[src/rtl/ps2_pkg.sv]
// ps2_pkg: shared FSM states, error codes and timing helper for the PS/2 blocks.
package ps2_pkg;

    typedef enum logic [2:0] {
        IDLE,
        INHIBIT,
        RTS,
        BITS,
        ACK,
        WAIT_IDLE
    } ps2_state_e;

    localparam logic [1:0] ERR_NONE    = 2'b00;
    localparam logic [1:0] ERR_TIMEOUT = 2'b01;
    localparam logic [1:0] ERR_NACK    = 2'b10;

    // Converts a duration in microseconds to clock cycles at the given kHz rate.
    function automatic int us_to_cycles(input int khz, input int us);
        return khz * us / 1000;
    endfunction

endpackage

[src/rtl/ps2_line_sync.sv]
// ps2_line_sync: conditions raw PS/2 clock/data lines and flags device clock falls.
//   Build option: PS2TX_GLITCH_FILTER_EN adds a FILTER_LEN-sample stability filter on the clock.
//   Ports: clk, rst       system clock, synchronous active-high reset
//          ps2clk_i       raw asynchronous PS/2 clock line
//          ps2data_i      raw asynchronous PS/2 data line
//          clk_o          conditioned clock level
//          data_o         synchronized data level
//          fall_o         one-cycle flag: conditioned clock went 1->0
module ps2_line_sync #(
    parameter int FILTER_LEN = 8
) (
    input  logic clk,
    input  logic rst,
    input  logic ps2clk_i,
    input  logic ps2data_i,
    output logic clk_o,
    output logic data_o,
    output logic fall_o
);

    logic [1:0] clk_sync_q;
    logic [1:0] data_sync_q;
    logic       clk_prev_q;
    logic       clk_filt;

    // Idle bus is high, so flops come out of reset high to avoid a false fall.
    always_ff @(posedge clk) begin
        if (rst) begin
            clk_sync_q  <= 2'b11;
            data_sync_q <= 2'b11;
            clk_prev_q  <= 1'b1;
        end else begin
            clk_sync_q  <= {clk_sync_q[0], ps2clk_i};
            data_sync_q <= {data_sync_q[0], ps2data_i};
            clk_prev_q  <= clk_filt;
        end
    end

`ifdef PS2TX_GLITCH_FILTER_EN
    localparam int FW = $clog2(FILTER_LEN) + 1;

    logic [FW-1:0] cnt_q, cnt_d;
    logic          filt_q, filt_d;

    // Output flips only after FILTER_LEN consecutive samples disagree with it.
    always_comb begin
        cnt_d  = '0;
        filt_d = filt_q;
        if (clk_sync_q[1] != filt_q) begin
            if (cnt_q == FW'(FILTER_LEN - 1))
                filt_d = clk_sync_q[1];
            else
                cnt_d = cnt_q + 1'b1;
        end
    end

    always_ff @(posedge clk) begin
        if (rst) begin
            cnt_q  <= '0;
            filt_q <= 1'b1;
        end else begin
            cnt_q  <= cnt_d;
            filt_q <= filt_d;
        end
    end

    assign clk_filt = filt_q;
`else
    localparam int unused_filter_len = FILTER_LEN;

    assign clk_filt = clk_sync_q[1];
`endif

    assign clk_o  = clk_filt;
    assign data_o = data_sync_q[1];
    assign fall_o = clk_prev_q & ~clk_filt;

endmodule

[src/rtl/ps2_host_tx.sv]
// ps2_host_tx: host-to-device PS/2 transmitter sending one command byte per send strobe.
//   Build option: PS2TX_GLITCH_FILTER_EN enables the clock glitch filter in ps2_line_sync.
//   Ports: clk, rst                 system clock, synchronous active-high reset
//          ps2clk_in, ps2data_in    raw open-drain line levels
//          ps2clk_low, ps2data_low  1 = pull the line low
//          tx_data, send            byte and one-cycle request strobe
//          busy, done, error        status; done/error are one-cycle pulses
//          err_code                 01 timeout, 10 NACK, held until next accept
module ps2_host_tx
    import ps2_pkg::*;
#(
    parameter int CLKFREQ_KHZ = 7000,
    parameter int INHIBIT_US  = 100,
    parameter int TIMEOUT_US  = 15000,
    parameter int FILTER_LEN  = 8
) (
    input  logic       clk,
    input  logic       rst,
    input  logic       ps2clk_in,
    input  logic       ps2data_in,
    output logic       ps2clk_low,
    output logic       ps2data_low,
    input  logic [7:0] tx_data,
    input  logic       send,
    output logic       busy,
    output logic       done,
    output logic       error,
    output logic [1:0] err_code
);

    localparam int INHIBIT_CYC = us_to_cycles(CLKFREQ_KHZ, INHIBIT_US);
    localparam int TIMEOUT_CYC = us_to_cycles(CLKFREQ_KHZ, TIMEOUT_US);
    localparam int MAX_CYC     = INHIBIT_CYC > TIMEOUT_CYC ? INHIBIT_CYC : TIMEOUT_CYC;
    localparam int CW          = $clog2(MAX_CYC) + 1;

    localparam logic [CW-1:0] INHIBIT_LAST = CW'(INHIBIT_CYC - 1);
    localparam logic [CW-1:0] TIMEOUT_LAST = CW'(TIMEOUT_CYC - 1);

    logic clk_s, data_s, fall;

    ps2_line_sync #(
        .FILTER_LEN (FILTER_LEN)
    ) u_sync (
        .clk       (clk),
        .rst       (rst),
        .ps2clk_i  (ps2clk_in),
        .ps2data_i (ps2data_in),
        .clk_o     (clk_s),
        .data_o    (data_s),
        .fall_o    (fall)
    );

    ps2_state_e    state_q, state_d;
    logic [CW-1:0] cnt_q, cnt_d;
    logic [3:0]    bitcnt_q, bitcnt_d;
    logic [7:0]    shreg_q, shreg_d;
    logic          parity_q, parity_d;
    logic          clk_low_q, clk_low_d;
    logic          data_low_q, data_low_d;
    logic          busy_q, busy_d;
    logic          done_q, done_d;
    logic          error_q, error_d;
    logic [1:0]    err_q, err_d;

    always_comb begin
        state_d    = state_q;
        cnt_d      = cnt_q;
        bitcnt_d   = bitcnt_q;
        shreg_d    = shreg_q;
        parity_d   = parity_q;
        clk_low_d  = clk_low_q;
        data_low_d = data_low_q;
        busy_d     = busy_q;
        done_d     = 1'b0;
        error_d    = 1'b0;
        err_d      = err_q;
        case (state_q)
            IDLE: begin
                // A send coinciding with the done/error pulse is dropped.
                if (send && !done_q && !error_q) begin
                    shreg_d   = tx_data;
                    parity_d  = ~^tx_data;
                    busy_d    = 1'b1;
                    err_d     = ERR_NONE;
                    clk_low_d = 1'b1;
                    cnt_d     = '0;
                    state_d   = INHIBIT;
                end
            end
            INHIBIT: begin
                if (cnt_q == INHIBIT_LAST) begin
                    clk_low_d  = 1'b0;
                    data_low_d = 1'b1;
                    cnt_d      = '0;
                    state_d    = RTS;
                end else begin
                    cnt_d = cnt_q + 1'b1;
                end
            end
            RTS: begin
                bitcnt_d = '0;
                cnt_d    = '0;
                state_d  = BITS;
            end
            BITS: begin
                // Data moves right after a fall, while the device holds its clock low.
                if (fall) begin
                    bitcnt_d   = bitcnt_q + 1'b1;
                    data_low_d = bitcnt_q < 4'd8  ? ~shreg_q[bitcnt_q[2:0]] :
                                 bitcnt_q == 4'd8 ? ~parity_q : 1'b0;
                    state_d    = bitcnt_q == 4'd9 ? ACK : BITS;
                end
            end
            ACK: begin
                if (fall) begin
                    if (data_s) begin
                        data_low_d = 1'b0;
                        error_d    = 1'b1;
                        err_d      = ERR_NACK;
                        busy_d     = 1'b0;
                        state_d    = IDLE;
                    end else begin
                        state_d = WAIT_IDLE;
                    end
                end
            end
            WAIT_IDLE: begin
                if (clk_s && data_s) begin
                    done_d  = 1'b1;
                    busy_d  = 1'b0;
                    state_d = IDLE;
                end
            end
            default: state_d = IDLE;
        endcase
        // Watchdog measures the gap between device clock falls; it overrides a same-cycle done.
        if (state_q inside {BITS, ACK, WAIT_IDLE}) begin
            cnt_d = fall ? '0 : cnt_q + 1'b1;
            if (!fall && cnt_q == TIMEOUT_LAST) begin
                clk_low_d  = 1'b0;
                data_low_d = 1'b0;
                done_d     = 1'b0;
                error_d    = 1'b1;
                err_d      = ERR_TIMEOUT;
                busy_d     = 1'b0;
                state_d    = IDLE;
            end
        end
    end

    always_ff @(posedge clk) begin
        if (rst) begin
            state_q    <= IDLE;
            cnt_q      <= '0;
            bitcnt_q   <= '0;
            shreg_q    <= '0;
            parity_q   <= 1'b0;
            clk_low_q  <= 1'b0;
            data_low_q <= 1'b0;
            busy_q     <= 1'b0;
            done_q     <= 1'b0;
            error_q    <= 1'b0;
            err_q      <= ERR_NONE;
        end else begin
            state_q    <= state_d;
            cnt_q      <= cnt_d;
            bitcnt_q   <= bitcnt_d;
            shreg_q    <= shreg_d;
            parity_q   <= parity_d;
            clk_low_q  <= clk_low_d;
            data_low_q <= data_low_d;
            busy_q     <= busy_d;
            done_q     <= done_d;
            error_q    <= error_d;
            err_q      <= err_d;
        end
    end

    assign ps2clk_low  = clk_low_q;
    assign ps2data_low = data_low_q;
    assign busy        = busy_q;
    assign done        = done_q;
    assign error       = error_q;
    assign err_code    = err_q;

endmodule

[config.mk]
export PLATFORM = sky130hd
export DESIGN_NAME = ps2_host_tx
export DESIGN_NICKNAME = d
export VERILOG_FILES = /design/src/rtl/ps2_pkg.sv /design/src/rtl/ps2_line_sync.sv /design/src/rtl/ps2_host_tx.sv
export SDC_FILE = /design/constraint.sdc
export NUM_CORES = 1
export LEC_CHECK = 0
export BUFFER_PORTS_ARGS = -buffer_cell sky130_fd_sc_hd__buf_4
export CORE_MARGIN = 3
export CORE_UTILIZATION = 40
export CTS_BUF_LIST = sky130_fd_sc_hd__clkbuf_8
export DETAILED_ROUTE_END_ITERATION = 12
export GPL_ROUTABILITY_DRIVEN = 0
export SLEW_MARGIN = 20
export SYNTH_ARGS = -nofsm -noshare
export SYNTH_HDL_FRONTEND = slang
export SYNTH_SLANG_ARGS = --single-unit
[constraint.sdc]
create_clock -name clk -period 5.2 [get_ports clk]
set_clock_uncertainty 0.05 [all_clocks]
set_input_delay 0.52 -clock clk [delete_from_list [all_inputs] [get_ports clk]]
set_output_delay 0.52 -clock clk [all_outputs]
set_load 0.1 [all_outputs]
[After elaboration in Yosys (flattened, before gate mapping)]
Index checks and enable logic that the tools add are counted.
Word-level totals
  flip-flop bits (word level): 46
  output and inout port bits: 7
Cells by class
  add/subtract/negate cells: 2
  reductions and logical operators: 15
  $lt $le $gt $ge: 2
  equal/unequal tests: 11
  bitwise operators: 4
  mux-type cells: 55
Operators by type and width (number)
  $mux W18: 4
  $pmux W18 S3: 1
  $mux W1: 28
  $mux W3: 9
  $add A18 B1 Y18 const B: 1
  $eq A18 B10 Y1 const B: 1
  $eq A18 B17 Y1 const B: 1
  $pmux W3 S6: 1
  $mux W2: 5
  $eq A4 B4 Y1 const B: 2
  $pmux W4 S2: 1
  $reduce_xnor A8 Y1: 1
  $eq A3 B2 Y1 const B: 2
  $eq A3 B3 Y1 const B: 2
  $pmux W1 S3: 2
  $reduce_and A2 Y1: 3
  $add A4 B1 Y4 const B: 1
  $logic_and A1 B1 Y1: 4
  $lt A3 B4 Y1 const B: 1
  $lt A4 B4 Y1 const B: 1
  $mux W4: 1
  $pmux W2 S2: 1
  $reduce_bool A4 Y1: 1
  $bmux W1 S3: 1
  other kinds (10): 14

[Logic depth before layout (Yosys ltp)]
Gate-level depths: netlist (run 1).
  depth in word-level cells: 8
  gate-level depth with buffers: 7

[Cells and area by module]
Synthesis (run 1) repeated with hierarchy kept, for this count alone.
Unflattened totals
  cells, all modules: 297
  area total of the unflattened synthesis: 2468.6 µm²
By module, submodules not included
  ps2_host_tx: sequential area each 820.8 µm², instances 1, area an instance 2331.0 µm², cells each 286
  ps2_line_sync: sequential area each 100.1 µm², instances 1, area an instance 137.6 µm², cells each 11

[Worst setup path after synthesis (run 1)]
Ideal clock, no wire load.
  path type: reg-to-reg
  start point: reg done_q (netlist: done)
  end point: reg cnt_q[11]
  setup slack: 2940 ps
  buffers on the path: 0
  setup time: 67 ps
  cell stages (with the launch flop): 6
  arrival time: 2142 ps
  data required time: 5083 ps
  period minus slack after synthesis: 2260 ps
  cells stage by stage: dfxtp_1 > or3b_2 > a22o_1 > or3_1 > a21o_1 > a21oi_2
Between the ends
  cells in the longest elaborated chain, start to end: 5
Ends and longest elaborated chain
  start: declaration: RTL line ps2_host_tx.sv:61  | logic done_q, done_d;
  start signal: assignment: RTL line ps2_host_tx.sv:173  | done_q <= done_d;
  $logic_not A1 Y1: RTL line ps2_host_tx.sv:80  | if (send && !done_q && !error_q) begin
  $logic_and A1 B1 Y1 (2 in a row): RTL line ps2_host_tx.sv:80
  $ne A3 B3 Y1 (no line)
  $reduce_and A2 Y1 (no line)
  end signal: assignment: RTL line ps2_host_tx.sv:166  | cnt_q <= cnt_d;
  end: declaration: RTL line ps2_host_tx.sv:54  | logic [CW-1:0] cnt_q, cnt_d;
No other way between the ends.
A chain may end at the register's enable or synchronous reset.

[Final worst setup path (run 1)]
  start point: reg cnt_q[6]
  end point: reg cnt_q[1]
Between the ends
  cells in the longest elaborated chain, start to end: 4
Ends and longest elaborated chain
  $eq A18 B10 Y1: RTL line ps2_host_tx.sv:91  | if (cnt_q == INHIBIT_LAST) begin
  $mux W18: RTL line ps2_host_tx.sv:91
  $pmux W18 S3: RTL line ps2_host_tx.sv:77  | case (state_q)
  $mux W18: RTL line ps2_host_tx.sv:137  | if (state_q inside {BITS, ACK, WAIT_IDLE}) begin
No other way between the ends.

==> flow_summary_export.csv, run 1 <==
group,metric,value,unit
status,status,"completed",
cells_and_area,nets,316,
worst_setup_path,path_cells,"nor4b_1 -> a31oi_1 -> or3_1 -> a22oi_1 -> nor2_1",
floorplanning,rows,27,
cells_and_area,finalNonFillerCells,372,
clock_network,cts_root_buffer,"clkbuf_8",
global_routing,grt_max_degree,42,
cells_and_area,layout-drive-gt1-share,0.137,
yosys,netlist_top_cells_area,"dfxtp_1, nand2_1, a21oi_1",
place,dp_hpwl,3.78,mm
worst_setup_path,start_kind,"flip-flop",
yosys,yosysTopAreaCell,"dfxtp_1",
yosys,ys_types,51,
worst_setup_path,arrival,2.42,ns
yosys,synth_top_area_frac,0.391,
timing,final_hold_viol_count,0,
yosys,synth.area.mux_share,0.0281,
yosys,synth_compound_area_frac,0.156,
flow_run,maxCapViolCount,0,
floorplanning,die_h,82.8,um
clock_network,postCtsSetupBuffers,0,
floorplanning,core_area,5610,um^2
yosys,synthArstFlopShare,0,
route,viasPerCell,5.55,
route,dr.pass1.iters,4,
place,dp_slack,2.86,ns
clock_network,insertion_delay,0.30,ns
timing,relSlewSlack,0.575,
worst_setup_path,critical_path.max_fanout,13,
route,wirelength,5.42,mm
place,placed_cell_area,2530,um^2
timing,fin_ws,2.91,ns
worst_setup_path,cpPeakStageDelay,0.61,ns
clock_network,clk_pin_slew,0.08,ns
route,drc_errors,0,
floorplanning,pin_count,20,
timing,finalSetupTns,0,ns
clock_network,cts_tree,"yes",
route,wire_per_inst,14.6,um
clock_network,hold_buffers,0,
clock_network,clock-sinks,46,
yosys,synth_top_family_by_area,"simple AND/OR/NAND/NOR gates",
yosys,synth-seq-cells,46,
floorplanning,initial_utilization,0.420,
place,dp.cells,364,
min_path,hold_path_class,"input port to flip-flop",
floorplanning,die_area,6850,um^2
route,drt_iter0_drc,87,
route,ant_nets,0,
floorplanning,die_w,82.8,um
global_routing,antenna_found_initial,0,
pwr,power,0.715,mW
timing,fin_crit_sh,0.441,
yosys,synth_cells,286,
clock_network,cts_buffer_depth,2,
worst_setup_path,crit_buf_inv,0,
worst_setup_path,critPathKind,"flip-flop to flip-flop",
yosys,synth_area_per_cell,8.24,um^2
worst_setup_path,crit_family,"simple AND/OR/NAND/NOR gates",
yosys,yosys_warnings,0,
worst_setup_path,worst_path_max_delay_cell,"or3_1",
yosys,synthesis.nets,303,
yosys,synth-simple-area-share,0.330,
timing,period_needed,2.29,ns
yosys,ys.flop_type,"dfxtp_1",
cells_and_area,design_area,2640,um^2
worst_setup_path,cp.required,5.33,ns
worst_setup_path,critPathCaptureType,"flip-flop",
timing,setup_viol,0,
route,route.vias.total,2064,
pwr,max-vdd-ir-drop,165,uV
yosys,synthXorXnorAreaFrac,0.0409,
global_routing,grtUsageTotal,0.175,
cells_and_area,syn_to_final_growth,11.8,%
global_routing,grt_pass1_vias,1975,
clock_network,post_cts_resized,0,
global_routing,grt.overflow.total,0,
place,io_buffers,19,
clock_network,numCtsBuffers,5,
clock_network,htree_levels,2,
pwr,p_per_area,271,nW/um^2
timing,worst_pin_slew,0.634,ns
yosys,synthAdderAreaFrac,0.0212,
yosys,synth_edf_count,0,
timing,fmax,0.437,GHz
yosys,syn_area,2360,um^2
cells_and_area,n_fill_cell,582,
cells_and_area,n_antenna_cell,0,
yosys,seq_area_frac_synth,0.391,
timing,rsz0062_at_grt,"false",
timing,slew_viol_final,0,
global_routing,grt_first_pass_wirelength,9.27,mm
pwr,p_leak,0.915,nW
## routing by layer
layer  vias to the layer above  global-route usage  routed length [um]
li1                       1056                   -                   -
met1                       959               0.234                2640
met2                        41               0.275                2450
met3                         8              0.0390                 241
met4                         0              0.0686                  94
met5                         -                   0                   0
## worst register-to-register path: cells and delay by family (launching register included)
kind               cells  cell delay (ns)
and+or+nand+nor        3             1.27
AOI/OAI and AO/OA      2             0.46
DFF                    1             0.41
## layout by cell type (no fill, tap or decap), types with 2 or more instances in the layout
cell type  synthesis  routed
a21o_1             6       6
o21ai_0            9       9
nand3b_1           4       4
buf_4              0      19
or4_1              3       3
nor4_1             4       4
a21oi_1           20      20
nor3_1            11      11
a22o_1             2       2
nand2_1           40      40
a31oi_1            8       8
or2_2              6       6
mux4_2             2       2
inv_1              5       7
ha_1               4       4
a22oi_1            3       3
or3_1              7       7
nor2_1            22      22
nand3_1           13      13
dfxtp_1           46      46
xnor2_1           10      10
nor4b_1            2       2
nand2b_1           5       5
clkbuf_8           0       5
nor2b_1            4       4
a211oi_1           4       4
and3_1             4       4
nand4_1            7       7
## final cells by class
cell class / instances / area (um^2) / area share
clock buffer: 5 / 68.8 / 0.0261
clock inverter: 3 / 37.5 / 0.0142
inverter: 5 / 18.8 / 0.00712
multi-input combinational: 222 / 1360 / 0.515
sequential: 46 / 921 / 0.349
tap: 72 / 90.1 / 0.0342
timing repair buffer: 19 / 143 / 0.0541
## sequential cells by signal, indices dropped and copies added, names as in the netlist
| name | cells |
|---|---|
| u_sync.clk_sync_q | 2 |
| ps2clk_low | 1 |
| parity_q | 1 |
| bitcnt_q | 4 |
| busy | 1 |
| u_sync.data_sync_q | 2 |
| u_sync.clk_prev_q | 1 |
| cnt_q | 18 |
| state_q | 3 |
| shreg_q | 8 |
| err_code | 2 |
| error | 1 |
| ps2data_low | 1 |
| done | 1 |
## stage by stage
step | util | hold slack (ns)
floorplan | - | 0.339
global placement | 0.451 | 0.344
detailed placement | 0.451 | 0.348
CTS | 0.470 | 0.341
global route | 0.470 | 0.341
finish | 0.470 | 0.352
## cell families after synthesis
kind of cell             count (synthesis)
adder cells (fa/ha/maj)                  4
AO/OA/AOI/OAI                           59
XOR/XNOR                                11
AND/OR/NAND/NOR                        144
flip-flops                              46
multiplexers                             4
buffers and inverters                   18
## where the power goes
part / internal [mW] / switching, mW
Combinational: 0.0302 / 0.0510
Clock: 0.140 / 0.122
Sequential: 0.363 / 0.00854
## cells in the mapped netlist (all sizes together), types with 2 or more instances
cell type and n:
buf 4, nand2 40, mux4 2, nor4 5, o21ai 9, a211oi 4
inv 5, or2 6, or3b 2, clkbuf 9, xnor2 10, nor2b 4
nand4 8, a21o 6, nor2 22, or4 4, nand3 13, nor4b 2
ha 4, and3 4, a22oi 3, and4 2, nand3b 4, nand2b 5
dfxtp 46, nor3 12, a21oi 21, or3 7, a22o 2, a31oi 8
## worst paths after layout
| path | start | endpoint | cells past startpoint | slack, ns |
|---|---|---|---|---|
| max reg2reg | cnt_q[6]$_SDFFE_PP0P_ | cnt_q[1]$_SDFFE_PP0P_ | 5 | 2.91 |
| min | ps2data_in | u_sync.data_sync_q[0]$_SDFF_PP1_ | 2 | 0.35 |
| min reg2reg | u_sync.clk_sync_q[0]$_SDFF_PP1_ | u_sync.clk_sync_q[1]$_SDFF_PP1_ | 1 | 0.37 |
| max | cnt_q[6]$_SDFFE_PP0P_ | cnt_q[1]$_SDFFE_PP0P_ | 5 | 2.91 |
Power figures use the tool's default switching activity.
==> run 2: changes to the inputs <==
==> constraint.sdc (replaced) <==
create_clock -name clk -period 2.15 [get_ports clk]
set_clock_uncertainty 0.05 [all_clocks]
set_input_delay 0.215 -clock clk [delete_from_list [all_inputs] [get_ports clk]]
set_output_delay 0.215 -clock clk [all_outputs]
set_load 0.1 [all_outputs]
==> flow_summary_export.csv, run 2 (synthesis gave the netlist of run 1 again) <==
group,metric,value,unit
status,status,"completed",
clock_network,cts_root_buffer,"clkbuf_8",
worst_setup_path,cpPeakStageDelay,0.50,ns
timing,finalSetupTns,0,ns
timing,fin_ws,0.103,ns
worst_setup_path,path_cells,"or3b_1 -> a31oi_1 -> nor3_2 -> buf_4 -> or4_1 -> a31oi_1",
timing,slew_viol_final,0,
cells_and_area,syn_to_final_growth,19.7,%
clock_network,numCtsBuffers,5,
place,dp_hpwl,4.02,mm
route,wire_per_inst,14.3,um
cells_and_area,final_cell_mix,"dfxtp_1, nand2_1, buf_4",
floorplanning,core_area,5610,um^2
flow_run,maxCapViolCount,0,
clock_network,cts_buffer_depth,2,
clock_network,clk_pin_slew,0.08,ns
route,drt_iter0_drc,73,
floorplanning,rows,27,
worst_setup_path,critPathKind,"flip-flop to flip-flop",
cells_and_area,largest_register_ffs,18,
clock_network,insertion_delay,0.30,ns
cells_and_area,n_antenna_cell,0,
global_routing,grt_max_degree,42,
timing,whs,0.0510,ns
clock_network,postCtsSetupBuffers,0,
place,dp.cells,385,
timing,rsz0062_at_grt,"false",
worst_setup_path,arrival,2.22,ns
global_routing,grt_first_pass_wirelength,9.23,mm
worst_setup_path,critPathCaptureType,"flip-flop",
timing,fmax,0.488,GHz
clock_network,htree_levels,2,
cells_and_area,layout-drive-gt1-share,0.213,
route,wirelength,5.60,mm
cells_and_area,multiInputGateArea,1380,um^2
route,ant_nets,0,
route,route.vias.total,2147,
worst_setup_path,cp_common_cell,"a31oi_1",
worst_setup_path,r2r_slack,0.10,ns
worst_setup_path,crit_buf_inv,1,
cells_and_area,final_common_cell,"dfxtp_1",
clock_network,cts_tree,"yes",
place,placed_cell_area,2690,um^2
route,dr.pass1.iters,4,
timing,setup_viol,0,
route,drc_errors,0,
global_routing,grt_pass1_vias,1970,
global_routing,grt.overflow.total,0,
cells_and_area,regMostFlops,"cnt_q",
worst_setup_path,critical_path.max_fanout,6,
cells_and_area,nets,337,
floorplanning,pin_count,20,
floorplanning,initial_utilization,0.420,
cells_and_area,n_fill_cell,576,
cells_and_area,design_area,2820,um^2
floorplanning,die_w,82.8,um
place,dp_slack,-0.0181,ns
global_routing,grtUsageTotal,0.178,
timing,final_hold_viol_count,0,
timing,fin_crit_sh,0.952,
pwr,p_leak,1.02,nW
global_routing,antenna_found_initial,0,
route,viasPerCell,5.48,
clock_network,clock-sinks,46,
floorplanning,die_h,82.8,um
pwr,p_per_area,631,nW/um^2
worst_setup_path,crit_family,"simple AND/OR/NAND/NOR gates",
cells_and_area,ff_latch_area,923,um^2
worst_setup_path,start_kind,"flip-flop",
place,io_buffers,19,
timing,period_needed,2.05,ns
cells_and_area,finalNonFillerCells,392,
min_path,hold_path_class,"input port to flip-flop",
floorplanning,die_area,6850,um^2
worst_setup_path,worst_path_max_delay_cell,"or4_1",
pwr,max-vdd-ir-drop,307,uV
timing,relSlewSlack,0.687,
cells_and_area,reg_top3,"cnt_q x18, shreg_q x8, bitcnt_q x4",
worst_setup_path,cp.required,2.33,ns
timing,worst_pin_slew,0.469,ns
==> run 2: changes by cell type in the layout (fill, tap and decap cells not counted), sizes merged <==
| cell | previous run | this run |
|---|---|---|
| buf | 19 | 40 |
| inv | 7 | 5 |
| clkbuf | 5 | 6 |
==> run 2: cell type report <==
cell class / instances / area share
timing repair buffer: 40 / 0.106
tap: 72 / 0.0319
clock inverter: 1 / 0.0106
clock buffer: 6 / 0.0293
inverter: 5 / 0.00665
multi-input combinational: 222 / 0.488
sequential: 46 / 0.327
==> run 2: worst reg2reg max path, delay by kind of cell (launching register included) <==
family	cells	cell delay, ns
flip-flops	1	0.32
AO/OA/AOI/OAI	2	0.42
AND/OR/NAND/NOR	3	1.04
buffers and inverters	1	0.16
==> run 2: layer usage <==
layer / routed length [um] / vias to the layer above / track usage
met5: 0 / - / 0
met4: 59 / 0 / 0.0572
met3: 225 / 5 / 0.0390
met2: 2510 / 36 / 0.287
met1: 2800 / 1008 / 0.235
li1: - / 1098 / -
==> run 2: metrics by stage <==
step | power, mW | utilization
after floorplan | 1.06 | -
after global placement | 1.14 | 0.480
after detailed placement | 1.14 | 0.480
after CTS | 1.80 | 0.501
after global routing | 1.87 | 0.503
final | 1.78 | 0.503
==> run 2: power by group <==
| part | switching (mW) | internal, mW |
|---|---|---|
| Combinational | 0.136 | 0.0946 |
| Sequential | 0.0128 | 0.877 |
| Clock | 0.289 | 0.372 |
| Total | 0.437 | 1.34 |
==> run 2: worst paths after layout <==
check,start,to,cells past startpoint
max,state_q[1]$_SDFF_PP0_,cnt_q[8]$_SDFFE_PP0P_,6
min,ps2data_in,u_sync.data_sync_q[0]$_SDFF_PP1_,2
max reg2reg,state_q[1]$_SDFF_PP0_,cnt_q[8]$_SDFFE_PP0P_,6
min reg2reg,u_sync.data_sync_q[0]$_SDFF_PP1_,u_sync.data_sync_q[1]$_SDFF_PP1_,1
==> run 2: what timing repair did <==
item                                   in CTS  in global routing
endpoints found under the hold margin       0                  0
gates resized for setup                     1                  2
hold buffers                                0                  0
setup endpoints to repair                   2                  5
